## config.mk

```make
export PLATFORM = sky130hd
export DESIGN_NAME = axi_txn_tracker
export DESIGN_NICKNAME = d
export VERILOG_FILES = /design/src/rtl/axi_txn_tracker.sv
export SDC_FILE = /design/constraint.sdc
export NUM_CORES = 1
export LEC_CHECK = 0
export ABC_AREA = 1
export CAP_MARGIN = 20
export CORE_MARGIN = 5
export CORE_UTILIZATION = 40
export CTS_CLUSTER_SIZE = 20
export DETAILED_ROUTE_END_ITERATION = 12
export DONT_BUFFER_PORTS = 1
export MAX_ROUTING_LAYER = met4
export SYNTH_ARGS = -nofsm -noshare
export SYNTH_HDL_FRONTEND = slang
export SYNTH_SLANG_ARGS = --single-unit
```

## constraint.sdc

```tcl
create_clock -name clk_i -period 4.55 [get_ports clk_i]
set_input_delay 0.91 -clock clk_i [delete_from_list [all_inputs] [get_ports clk_i]]
set_output_delay 0.91 -clock clk_i [all_outputs]
set_load 0.03 [all_outputs]
```

## src/rtl/axi_txn_tracker.sv

```systemverilog
// Tracks outstanding AXI transactions for one direction: keeps per-ID order, applies prescaled timeouts, reports latency.
// All outputs are registered with 1-cycle latency. req_ready_o drops while every entry is in use, and a freed entry is reusable the cycle after.
module axi_txn_tracker #(
    parameter int MaxTxns      = 8,
    parameter int IdWidth      = 4,
    parameter int CntWidth     = 10,
    parameter int PrescalerDiv = 4,
    parameter int IsRead       = 0
) (
    input  logic                          clk_i,
    input  logic                          rst_ni,
    input  logic                          flush_i,
    input  logic [CntWidth-1:0]           base_budget_i,
    input  logic                          req_valid_i,
    output logic                          req_ready_o,
    input  logic [IdWidth-1:0]            req_id_i,
    input  logic [7:0]                    req_len_i,
    input  logic                          rsp_valid_i,
    input  logic [IdWidth-1:0]            rsp_id_i,
    input  logic                          rsp_last_i,
    output logic                          done_o,
    output logic [IdWidth-1:0]            done_id_o,
    output logic [CntWidth-1:0]           latency_o,
    output logic                          timeout_o,
    output logic [IdWidth-1:0]            timeout_id_o,
    output logic                          unexpected_o,
    output logic [IdWidth-1:0]            unexpected_id_o,
    output logic [$clog2(MaxTxns+1)-1:0]  outstanding_o
);

    localparam int IdxW    = (MaxTxns > 1) ? $clog2(MaxTxns) : 1;
    localparam int OutW    = $clog2(MaxTxns + 1);
    localparam int PsW     = (PrescalerDiv > 1) ? $clog2(PrescalerDiv) : 1;
    localparam int PsShift = $clog2(PrescalerDiv);
    localparam int SumW    = CntWidth + 10;
    localparam logic [MaxTxns-1:0] OneHot0 = MaxTxns'(1);

    logic [MaxTxns-1:0]  r_valid;
    logic [IdWidth-1:0]  r_id     [MaxTxns];
    logic [CntWidth-1:0] r_budget [MaxTxns];
    logic [CntWidth-1:0] r_remain [MaxTxns];
    // r_older[k][j] set: entry j carries the same ID and was issued before k
    logic [MaxTxns-1:0]  r_older  [MaxTxns];
    logic [PsW-1:0]      r_presc;

    logic                r_done;
    logic [IdWidth-1:0]  r_done_id;
    logic [CntWidth-1:0] r_latency;
    logic                r_timeout;
    logic [IdWidth-1:0]  r_timeout_id;
    logic                r_unexp;
    logic [IdWidth-1:0]  r_unexp_id;
    logic [OutW-1:0]     r_outstanding;

    logic                w_tick;
    logic                w_alloc_found;
    logic [IdxW-1:0]     w_alloc_idx;
    logic                w_alloc;
    logic                w_match_found;
    logic [IdxW-1:0]     w_match_idx;
    logic                w_cmpl;
    logic                w_unexp;
    logic                w_to_found;
    logic [IdxW-1:0]     w_to_idx;
    logic [SumW-1:0]     w_len_term;
    logic [SumW-1:0]     w_sum;
    logic [CntWidth-1:0] w_budget;
    logic [MaxTxns-1:0]  w_free_mask;
    logic [MaxTxns-1:0]  w_valid_nxt;
    logic [MaxTxns-1:0]  w_older_nxt [MaxTxns];
    logic [OutW-1:0]     w_count;

    assign w_tick = (r_presc == PsW'(PrescalerDiv - 1));

    always_comb begin
        w_alloc_found = 1'b0;
        w_alloc_idx   = '0;
        for (int k = 0; k < MaxTxns; k++) begin
            if (!r_valid[k] && !w_alloc_found) begin
                w_alloc_found = 1'b1;
                w_alloc_idx   = IdxW'(k);
            end
        end
    end

    assign req_ready_o = w_alloc_found;
    assign w_alloc     = req_valid_i && w_alloc_found;

    always_comb begin
        w_match_found = 1'b0;
        w_match_idx   = '0;
        for (int k = 0; k < MaxTxns; k++) begin
            if (r_valid[k] && (r_id[k] == rsp_id_i) && ((r_older[k] & r_valid) == '0)
                && !w_match_found) begin
                w_match_found = 1'b1;
                w_match_idx   = IdxW'(k);
            end
        end
    end

    assign w_cmpl  = rsp_valid_i && w_match_found && ((IsRead == 0) || rsp_last_i);
    assign w_unexp = rsp_valid_i && !w_match_found;

    // A completing entry is never reported as timed out in the same cycle
    always_comb begin
        w_to_found = 1'b0;
        w_to_idx   = '0;
        for (int k = 0; k < MaxTxns; k++) begin
            if (r_valid[k] && (r_remain[k] == '0) && !(w_cmpl && (w_match_idx == IdxW'(k)))
                && !w_to_found) begin
                w_to_found = 1'b1;
                w_to_idx   = IdxW'(k);
            end
        end
    end

    always_comb begin
        w_len_term = (SumW'(req_len_i) + SumW'(1)) >> PsShift;
        w_sum      = SumW'(base_budget_i) + w_len_term + SumW'(1);
        w_budget   = (w_sum[SumW-1:CntWidth] != '0) ? '1 : w_sum[CntWidth-1:0];
    end

    always_comb begin
        w_free_mask = '0;
        if (w_cmpl) begin
            w_free_mask = w_free_mask | (OneHot0 << w_match_idx);
        end
        if (w_to_found) begin
            w_free_mask = w_free_mask | (OneHot0 << w_to_idx);
        end
        w_valid_nxt = r_valid & ~w_free_mask;
        if (w_alloc) begin
            w_valid_nxt = w_valid_nxt | (OneHot0 << w_alloc_idx);
        end
    end

    // Freed columns are cleared after the new row is built so no stale dependency survives
    always_comb begin
        for (int k = 0; k < MaxTxns; k++) begin
            w_older_nxt[k] = r_older[k];
            if (w_alloc && (IdxW'(k) == w_alloc_idx)) begin
                for (int j = 0; j < MaxTxns; j++) begin
                    w_older_nxt[k][j] = r_valid[j] && (r_id[j] == req_id_i);
                end
            end
            w_older_nxt[k] = w_older_nxt[k] & ~w_free_mask;
        end
    end

    always_comb begin
        w_count = '0;
        for (int k = 0; k < MaxTxns; k++) begin
            w_count = w_count + OutW'(w_valid_nxt[k]);
        end
    end

    always_ff @(posedge clk_i or negedge rst_ni) begin
        if (!rst_ni) begin
            r_valid       <= '0;
            r_presc       <= '0;
            r_done        <= 1'b0;
            r_done_id     <= '0;
            r_latency     <= '0;
            r_timeout     <= 1'b0;
            r_timeout_id  <= '0;
            r_unexp       <= 1'b0;
            r_unexp_id    <= '0;
            r_outstanding <= '0;
            for (int k = 0; k < MaxTxns; k++) begin
                r_id[k]     <= '0;
                r_budget[k] <= '0;
                r_remain[k] <= '0;
                r_older[k]  <= '0;
            end
        end else if (flush_i) begin
            r_valid       <= '0;
            r_presc       <= '0;
            r_done        <= 1'b0;
            r_done_id     <= '0;
            r_latency     <= '0;
            r_timeout     <= 1'b0;
            r_timeout_id  <= '0;
            r_unexp       <= 1'b0;
            r_unexp_id    <= '0;
            r_outstanding <= '0;
            for (int k = 0; k < MaxTxns; k++) begin
                r_older[k] <= '0;
            end
        end else begin
            r_presc <= w_tick ? '0 : r_presc + PsW'(1);
            for (int k = 0; k < MaxTxns; k++) begin
                r_older[k] <= w_older_nxt[k];
                if (w_tick && r_valid[k] && (r_remain[k] != '0)) begin
                    r_remain[k] <= r_remain[k] - CntWidth'(1);
                end
            end
            if (w_alloc) begin
                r_id[w_alloc_idx]     <= req_id_i;
                r_budget[w_alloc_idx] <= w_budget;
                r_remain[w_alloc_idx] <= w_budget;
            end
            r_valid       <= w_valid_nxt;
            r_outstanding <= w_count;

            r_done <= w_cmpl;
            if (w_cmpl) begin
                r_done_id <= r_id[w_match_idx];
                r_latency <= r_budget[w_match_idx] - r_remain[w_match_idx];
            end
            r_timeout <= w_to_found;
            if (w_to_found) begin
                r_timeout_id <= r_id[w_to_idx];
            end
            r_unexp <= w_unexp;
            if (w_unexp) begin
                r_unexp_id <= rsp_id_i;
            end
        end
    end

    assign done_o          = r_done;
    assign done_id_o       = r_done_id;
    assign latency_o       = r_latency;
    assign timeout_o       = r_timeout;
    assign timeout_id_o    = r_timeout_id;
    assign unexpected_o    = r_unexp;
    assign unexpected_id_o = r_unexp_id;
    assign outstanding_o   = r_outstanding;

endmodule

```

Word level (Yosys, flattened, before mapping)
Index checks and enable logic that the tools add are counted.
{"block": "totals", "register_bits": 295, "in_bits": 32, "out_inout_bits": 30, "word_cells": 397}
{"block": "op_classes", "addsub": 20, "n_lt_le_gt_ge": 4, "n_eq_ne": 31, "n_shift": 3, "n_mux": 109, "n_bitwise": 24, "reduce_logical": 164}
{"cell": "$mux 10", "count": 24}
{"cell": "$bwmux 80", "count": 2}
{"cell": "$and 8x8->8", "count": 17}
{"cell": "$logic_and 1x1->1", "count": 97}
{"cell": "$mux 8", "count": 12}
{"cell": "$reduce_bool 10->1", "count": 9}
{"cell": "$logic_not 10->1", "count": 8}
{"cell": "$mux 80", "count": 1}
{"cell": "$sub 10x1->10 const B", "count": 8}
{"cell": "$eq 4x4->1", "count": 16}
{"cell": "$logic_not 8->1", "count": 8}
{"cell": "$mux 64", "count": 1}
{"cell": "$bmux 10 s3", "count": 2}
{"cell": "$mux 3", "count": 16}
{"cell": "$mux 4", "count": 12}
{"cell": "$logic_not 1->1", "count": 36}
{"cell": "$bwmux 32", "count": 1}
{"cell": "$demux 10 s3", "count": 1}
{"cell": "$mux 1", "count": 30}
{"cell": "$bmux 4 s3", "count": 2}
{"cell": "$shl 1x3->8 const A", "count": 3}
{"cell": "$add 4x1->4", "count": 4}
{"cell": "$or 8x8->8", "count": 2}
{"cell": "$add 11x1->12 const B", "count": 1}
{"cell": "other kinds (24)", "count": 42}

Depth between registers and ports, before layout
{"block": "depth", "depth_word": 66, "depth_mapped": 33, "depth_no_buf": 31}

Worst setup path before layout
OpenSTA, ideal clock, no wires.
{"block": "synth_path", "path_kind": "input port to flip-flop", "from": "in rsp_id_i[3]", "to": "reg r_outstanding[2], in the netlist outstanding_o[2]", "setup_time_ps": 123, "t_arrival_ps": 5071, "required_ps": 4427, "path_slack_ps": -644, "path_stages": 28, "n_path_buf": 1, "cell_sequence": "buf_4 > inv_4 > nand2_1 > nand2_1 > nor2_1 > nand2_1 > nor2_4 > nor2_4 > nand3_4 > nor2_8 > nand3_4 > nand2_4 > nor2_4 > nand2_4 > nand2_4 > nand2_1 > nand2_1 > o21ai_0 > inv_1 > fa_1 > inv_1 > fa_1 > fa_1 > ha_1 > inv_1 > fa_1 > o21ai_0 > a21oi_1"}
{"block": "synth_via", "elab_chain_len": 66, "word_cells_on_any_way": 132, "classes_between": "add/sub (7); eq/ne (15); shift (2); mux (34); bitwise (4); reduce/logical (70)"}
{"item": "start: declaration", "line": "19", "source": "input logic [IdWidth-1:0] rsp_id_i,"}
{"item": "$eq 4x4->1", "line": "93", "source": "if (r_valid[k] && (r_id[k] == rsp_id_i) && ((r_older[k] & r_valid) == '0)"}
{"item": "$logic_and 1x1->1 (2 in a row)", "line": "93"}
{"item": "$mux 1", "line": "93"}
{"item": "$logic_not 1->1", "line": "94", "source": "&& !w_match_found) begin"}
{"item": "$logic_and 1x1->1", "line": "94"}
{"item": "$mux 1", "line": "93"}
{"item": "$logic_not 1->1", "line": "94"}
{"item": "$logic_and 1x1->1", "line": "94"}
{"item": "[47 not listed]"}
{"item": "$or 8x8->8", "line": "133", "source": "w_valid_nxt = w_valid_nxt | (OneHot0 << w_alloc_idx);"}
{"item": "$mux 8 *", "line": "132", "source": "if (w_alloc) begin"}
{"item": "$add 1x1->2", "line": "153", "source": "w_count = w_count + OutW'(w_valid_nxt[k]);"}
{"item": "$add 2x1->3", "line": "153"}
{"item": "$add 3x1->4", "line": "153"}
{"item": "$add 4x1->4 (3 in a row)", "line": "153"}
{"item": "$add 4x1->4 *", "line": "153"}
{"item": "$mux 4 *", "line": "175", "source": "end else if (flush_i) begin"}
{"item": "end signal: assignment", "line": "203", "source": "r_outstanding <= w_count;"}
{"item": "end: declaration", "line": "53", "source": "logic [OutW-1:0] r_outstanding;"}
Every way passes the cells marked *; elsewhere a longest branch is shown, timed or not.
A chain may end at the register's enable or synchronous reset.

Worst setup path in the final report
{"block": "layout_path", "from": "reg r_valid[0]", "to": "reg r_outstanding[1], in the netlist outstanding_o[1]"}
{"block": "layout_via", "elab_chain_len": 66, "word_cells_on_any_way": 164, "classes_between": "add/sub (7); eq/ne (7); shift (3); mux (49); bitwise (12); reduce/logical (86)"}
{"item": "start: declaration", "line": "38", "source": "logic [MaxTxns-1:0] r_valid;"}
{"item": "start signal: assignment", "line": "202", "source": "r_valid <= w_valid_nxt;"}
{"item": "$and 8x8->8", "line": "93"}
{"item": "$logic_not 8->1", "line": "93"}
{"item": "$logic_and 1x1->1", "line": "93"}
{"item": "$mux 1", "line": "93"}
{"item": "$logic_not 1->1", "line": "94"}
{"item": "$logic_and 1x1->1", "line": "94"}
{"item": "$mux 1", "line": "93"}
{"item": "$logic_not 1->1", "line": "94"}
{"item": "[48 not listed]"}
{"item": "$or 8x8->8", "line": "133"}
{"item": "$mux 8 *", "line": "132"}
{"item": "$add 1x1->2", "line": "153"}
{"item": "$add 2x1->3", "line": "153"}
{"item": "$add 3x1->4", "line": "153"}
{"item": "$add 4x1->4 (3 in a row)", "line": "153"}
{"item": "$add 4x1->4 *", "line": "153"}
{"item": "$mux 4 *", "line": "175"}
Marked as above.

==> reports/qor.log <==
INFO  drt            remaining_drc_errors=0
INFO  setup_path     signal_arrival_time_at_the_worst_endpoint=5.32ns
INFO  cells_and_area layout_cells_sized_above_1=24.0%
INFO  clocking       cts_htree_levels=2
INFO  setup_path     r2r_slack=-0.32ns
INFO  setup_path     worst_r2r_startpoint=r_valid[0]
INFO  synth          postSynth.topFlopCell=dfrtp_1
INFO  setup_path     cp_cell_sequence=buf_4 > nand2_1 > nor3_4 > nand2_1 > nor2_1 > inv_1 > nor2_1 > inv_1 > nor2_1 > buf_4 > nor4_2 > nand4_1 > o22ai_2 > inv_2 > fa_2 > inv_2 > fa_1 > fa_2 > ha_4 > inv_2 > fa_2 > nor2_2
INFO  drt            route.layer.met1.wl=33,100um
INFO  drt            drt_iter0_markers=2,040
INFO  cells_and_area register_area=0.00739sqmm
INFO  sta            grt_setup_unrepaired=yes
INFO  job            cap_violations=0
INFO  synth          synth-adder-area-share=2.64%
INFO  die            design.die.area=0.0488sqmm
INFO  cells_and_area n_fill_cell=4,339
INFO  synth          asyncSetResetFlopFracSynth=100%
INFO  synth          syn-cell-area=0.0178sqmm
INFO  clocking       path_clk_slew=0.06ns
INFO  power          report.power.total=8.39mW
INFO  worst_hold_path hold_class=in2async
INFO  placement      dp_slack=-0.621ns
INFO  cells_and_area final_design_area_no_fill=0.0234sqmm
INFO  power          power_per_cell_area=358mW/mm^2
INFO  setup_path     rr_worst_depth=22
INFO  outcome        failed_checks=negative setup slack
INFO  die            core_region_area=0.0441sqmm
INFO  die            effective_utilization_at_floorplan=40.4%
INFO  synth          synth_compound_area_share=17.4%
INFO  sta            finalMaxSlewViolations=0
INFO  drt            via_density=5.58
INFO  synth          synth_area_leaders=dfrtp_1 (41%), nand2_1 (13%), o21ai_0 (6.5%)
INFO  synth          synth_most_common_cell=nand2_1
INFO  drt            num_vias=18,762
INFO  global_route   grt_antenna_before_repair=1
INFO  synth          synthDistinctLibCells=63
INFO  cells_and_area multiInputGateArea=0.00975sqmm
INFO  drt            route.final.wire_length=74,100um
INFO  setup_path     crit_type=reg2reg
INFO  global_route   grt-ovfl-total=0
INFO  setup_path     crit_end=outstanding_o[1]
INFO  synth          post_synth_inst_count=2,391
INFO  clocking       ctsRootBufferMaster=clkbuf_16
INFO  drt            dr_wl_met2=32,500um
INFO  setup_path     end_kind=register
INFO  synth          synth.top_cells.by_count=nand2_1 (635), dfrtp_1 (295), inv_1 (254)
INFO  sta            fmax=205MHz
INFO  setup_path     timing.critical_path.depth=22
INFO  global_route   via_count_of_the_first_global_routing_pass=18,214
INFO  synth          mappedNetlistNets=2,457
INFO  clocking       clk-insertion-delay-late=0.57ns
INFO  drt            detail-route-antenna-nets=0
INFO  synth          mux_share_of_post_synthesis_cell_area=0%
INFO  drt            route.met3.wl=6430um
INFO  sta            relSlewSlack=32.4%
INFO  setup_path     critPathTopFamily=adder cells
INFO  synth          synth_edf_count=0
INFO  sta            finalWorstSetupSlack=-0.317ns
INFO  sta            setup-violations-final=4
INFO  drt            top_routing_layer_used=met4
INFO  power          irDropWorstVdd=0.243mV
INFO  setup_path     r2r-end=outstanding_o[1]
INFO  setup_path     path_buf_inv=7
INFO  cells_and_area num-nets-final=2,807
INFO  clocking       numClockSinks=295
INFO  outcome        outcome=complete, but fails checks
INFO  setup_path     critical_path.max_fanout=6
INFO  placement      hpwlAfterDp=55,300um
INFO  placement      numPortBuffers=0
INFO  drt            drt_pass1_iterations=6
INFO  placement      placed_cell_area=0.0210sqmm
INFO  global_route   grt_pass1_wl=111,000um
INFO  synth          postSynthAreaPerCell=7.45squm
INFO  global_route   gr-usage-all-layers=30.0%
INFO  sta            pin_slew_with_the_least_headroom_to_its_limit=1.01ns
INFO  drt            wire_per_inst=22.0um
INFO  sta            post-route-period-util=107%
INFO  global_route   maximum_number_of_pins_on_one_net_before_global_route_repair=296
INFO  setup_path     critical_path.startpoint_type=register
INFO  setup_path     cp_data_required_time=5.00ns
INFO  sta            hold_viol_final=0
INFO  setup_path     cpMaxStageDelayCell=fa_2
INFO  sta            clock_skew=0.0268ns
INFO  power          cellLeakagePower=11.3nW
INFO  cells_and_area flow.area_growth_from_synthesis=31.6%
INFO  synth          yosys_register_bits=295
INFO  synth          synthXorXnorAreaFrac=2.71%
INFO  synth          synth_simple_gate_area_share=27.4%
INFO  clocking       cts_inserted_buffers=36
INFO  die            num_rows=77
INFO  sta            fin_tns_setup=-0.662ns
INFO  setup_path     critical-path-max-stage-delay=0.66ns
INFO  synth          netlist.top_cell.by_area=dfrtp_1
INFO  synth          synth_top_area_share=41.5%
INFO  clocking       clockBufferDepth=3
INFO  sta            layout_min_cycle_time=4.87ns
INFO  placement      gpl.final_weighted_congestion=0.989
INFO  clocking       tritoncts=built
INFO  die            die-width=221um
INFO  die            pin_count=62
INFO  synth          synth_top_family_by_area=simple AND/OR/NAND/NOR gates
INFO  synth          synth_seq_area_share=41.5%
INFO  setup_path     beginning_of_the_critical_path=r_valid[0]
INFO  synth          yosys_warnings=0
INFO  die            die_y=221um
==> logic make-up after synthesis <==
logic type,after synthesis
compound gates,508
fa+ha+maj,34
simple gates,1126
xor+xnor,55
buf+inv,373
flops,295
==> cell usage in the layout (no fill, tap or decap), drive strengths merged, types with 5 or more instances in the layout <==
| cell | Yosys | layout |
|---|---|---|
| nand4 | 54 | 54 |
| o22ai | 59 | 59 |
| xor2 | 42 | 42 |
| a2111oi | 7 | 7 |
| o21ai | 237 | 237 |
| xnor2 | 13 | 13 |
| inv | 271 | 268 |
| nand3 | 127 | 127 |
| a221oi | 15 | 15 |
| o2111ai | 6 | 6 |
| o32ai | 7 | 7 |
| and2 | 6 | 6 |
| buf | 31 | 406 |
| o221ai | 17 | 17 |
| nor4 | 13 | 13 |
| nor2 | 221 | 221 |
| nor3 | 51 | 51 |
| fa | 6 | 6 |
| a21oi | 63 | 63 |
| o31ai | 5 | 5 |
| clkbuf | 64 | 53 |
| a22oi | 36 | 36 |
| clkinv | 7 | 17 |
| dfrtp | 295 | 295 |
| ha | 28 | 28 |
| a31oi | 6 | 6 |
| a211oi | 5 | 5 |
| o211ai | 28 | 28 |
| nand2 | 644 | 644 |
| o21bai | 5 | 5 |
==> worst reg2reg max path: stages (launching register included) <==
cell and delay (ns):
dfrtp_1 0.43, buf_4 0.21, nand2_1 0.15, nor3_4 0.06, nand2_1 0.08, nor2_1 0.05, inv_1 0.07, nor2_1 0.04
inv_1 0.06, nor2_1 0.07, buf_4 0.16, nor4_2 0.25, nand4_1 0.30, o22ai_2 0.24, inv_2 0.08, fa_2 0.66
inv_2 0.06, fa_1 0.46, fa_2 0.58, ha_4 0.14, inv_2 0.04, fa_2 0.53, nor2_2 0.03
==> flip-flops by register name, indices dropped and copies added, names as in the netlist <==
signal / count
r_older: 64
r_valid: 8
r_remain: 80
unexpected_id_o: 4
latency_o: 10
timeout_o: 1
r_budget: 80
r_id: 32
outstanding_o: 4
r_presc: 2
timeout_id_o: 4
done_o: 1
unexpected_o: 1
done_id_o: 4
==> stage by stage <==
stage                     utilization (%)  std cells  hold WS (ns)
after detailed placement             47.6       3241         0.438
after global routing                 53.1       3361        0.0316
after CTS                            51.7       3345        0.0203
after global placement               47.6       3241         0.421
final                                53.1       3361        0.0421
after floorplan                         -       2391         0.408
==> power breakdown <==
| part | switching [mW] | total [mW] | internal (mW) |
|---|---|---|---|
| combinational | 1.20 | 2.22 | 1.01 |
| sequential | 0.254 | 3.16 | 2.91 |
| clock | 1.23 | 3.02 | 1.79 |
| total | 2.69 | 8.39 | 5.71 |
==> layout make-up <==
| class | count | share of cell area, % |
|---|---|---|
| clock inverter | 13 | 0.673 |
| antenna | 1 | 0.0107 |
| timing repair buffer | 407 | 13.8 |
| tap | 592 | 3.16 |
| clock buffer | 52 | 4.50 |
| multi-input combinational | 1723 | 41.6 |
| sequential | 295 | 31.5 |
| inverter | 278 | 4.67 |
==> per-layer routing <==
metal	track usage, %	vias up
li1	-	8752
met1	42.1	9129
met2	43.6	729
met3	7.20	152
met4	8.46	0
met5	-	-
==> worst min path at each step <==
stage	from	end	depth (start not counted)
2_1_floorplan	r_presc[0]	r_presc[0]	1
3_3_place_gp	r_presc[0]	r_presc[0]	1
3_5_place_dp	r_presc[0]	r_presc[0]	1
4_1_cts	rst_ni	timeout_id_o[1]	0
5_1_grt	rst_ni	r_id[16]	0
6_report	rst_ni	r_id[31]	0
==> repair_timing <==
action	CTS	global route
gates cloned	0	1
setup endpoints to repair	8	9
setup buffers	39	22
hold buffers	0	0
pin swaps	30	75
gates resized for setup	77	121
Note: power is estimated with default switching activity, not from simulation.
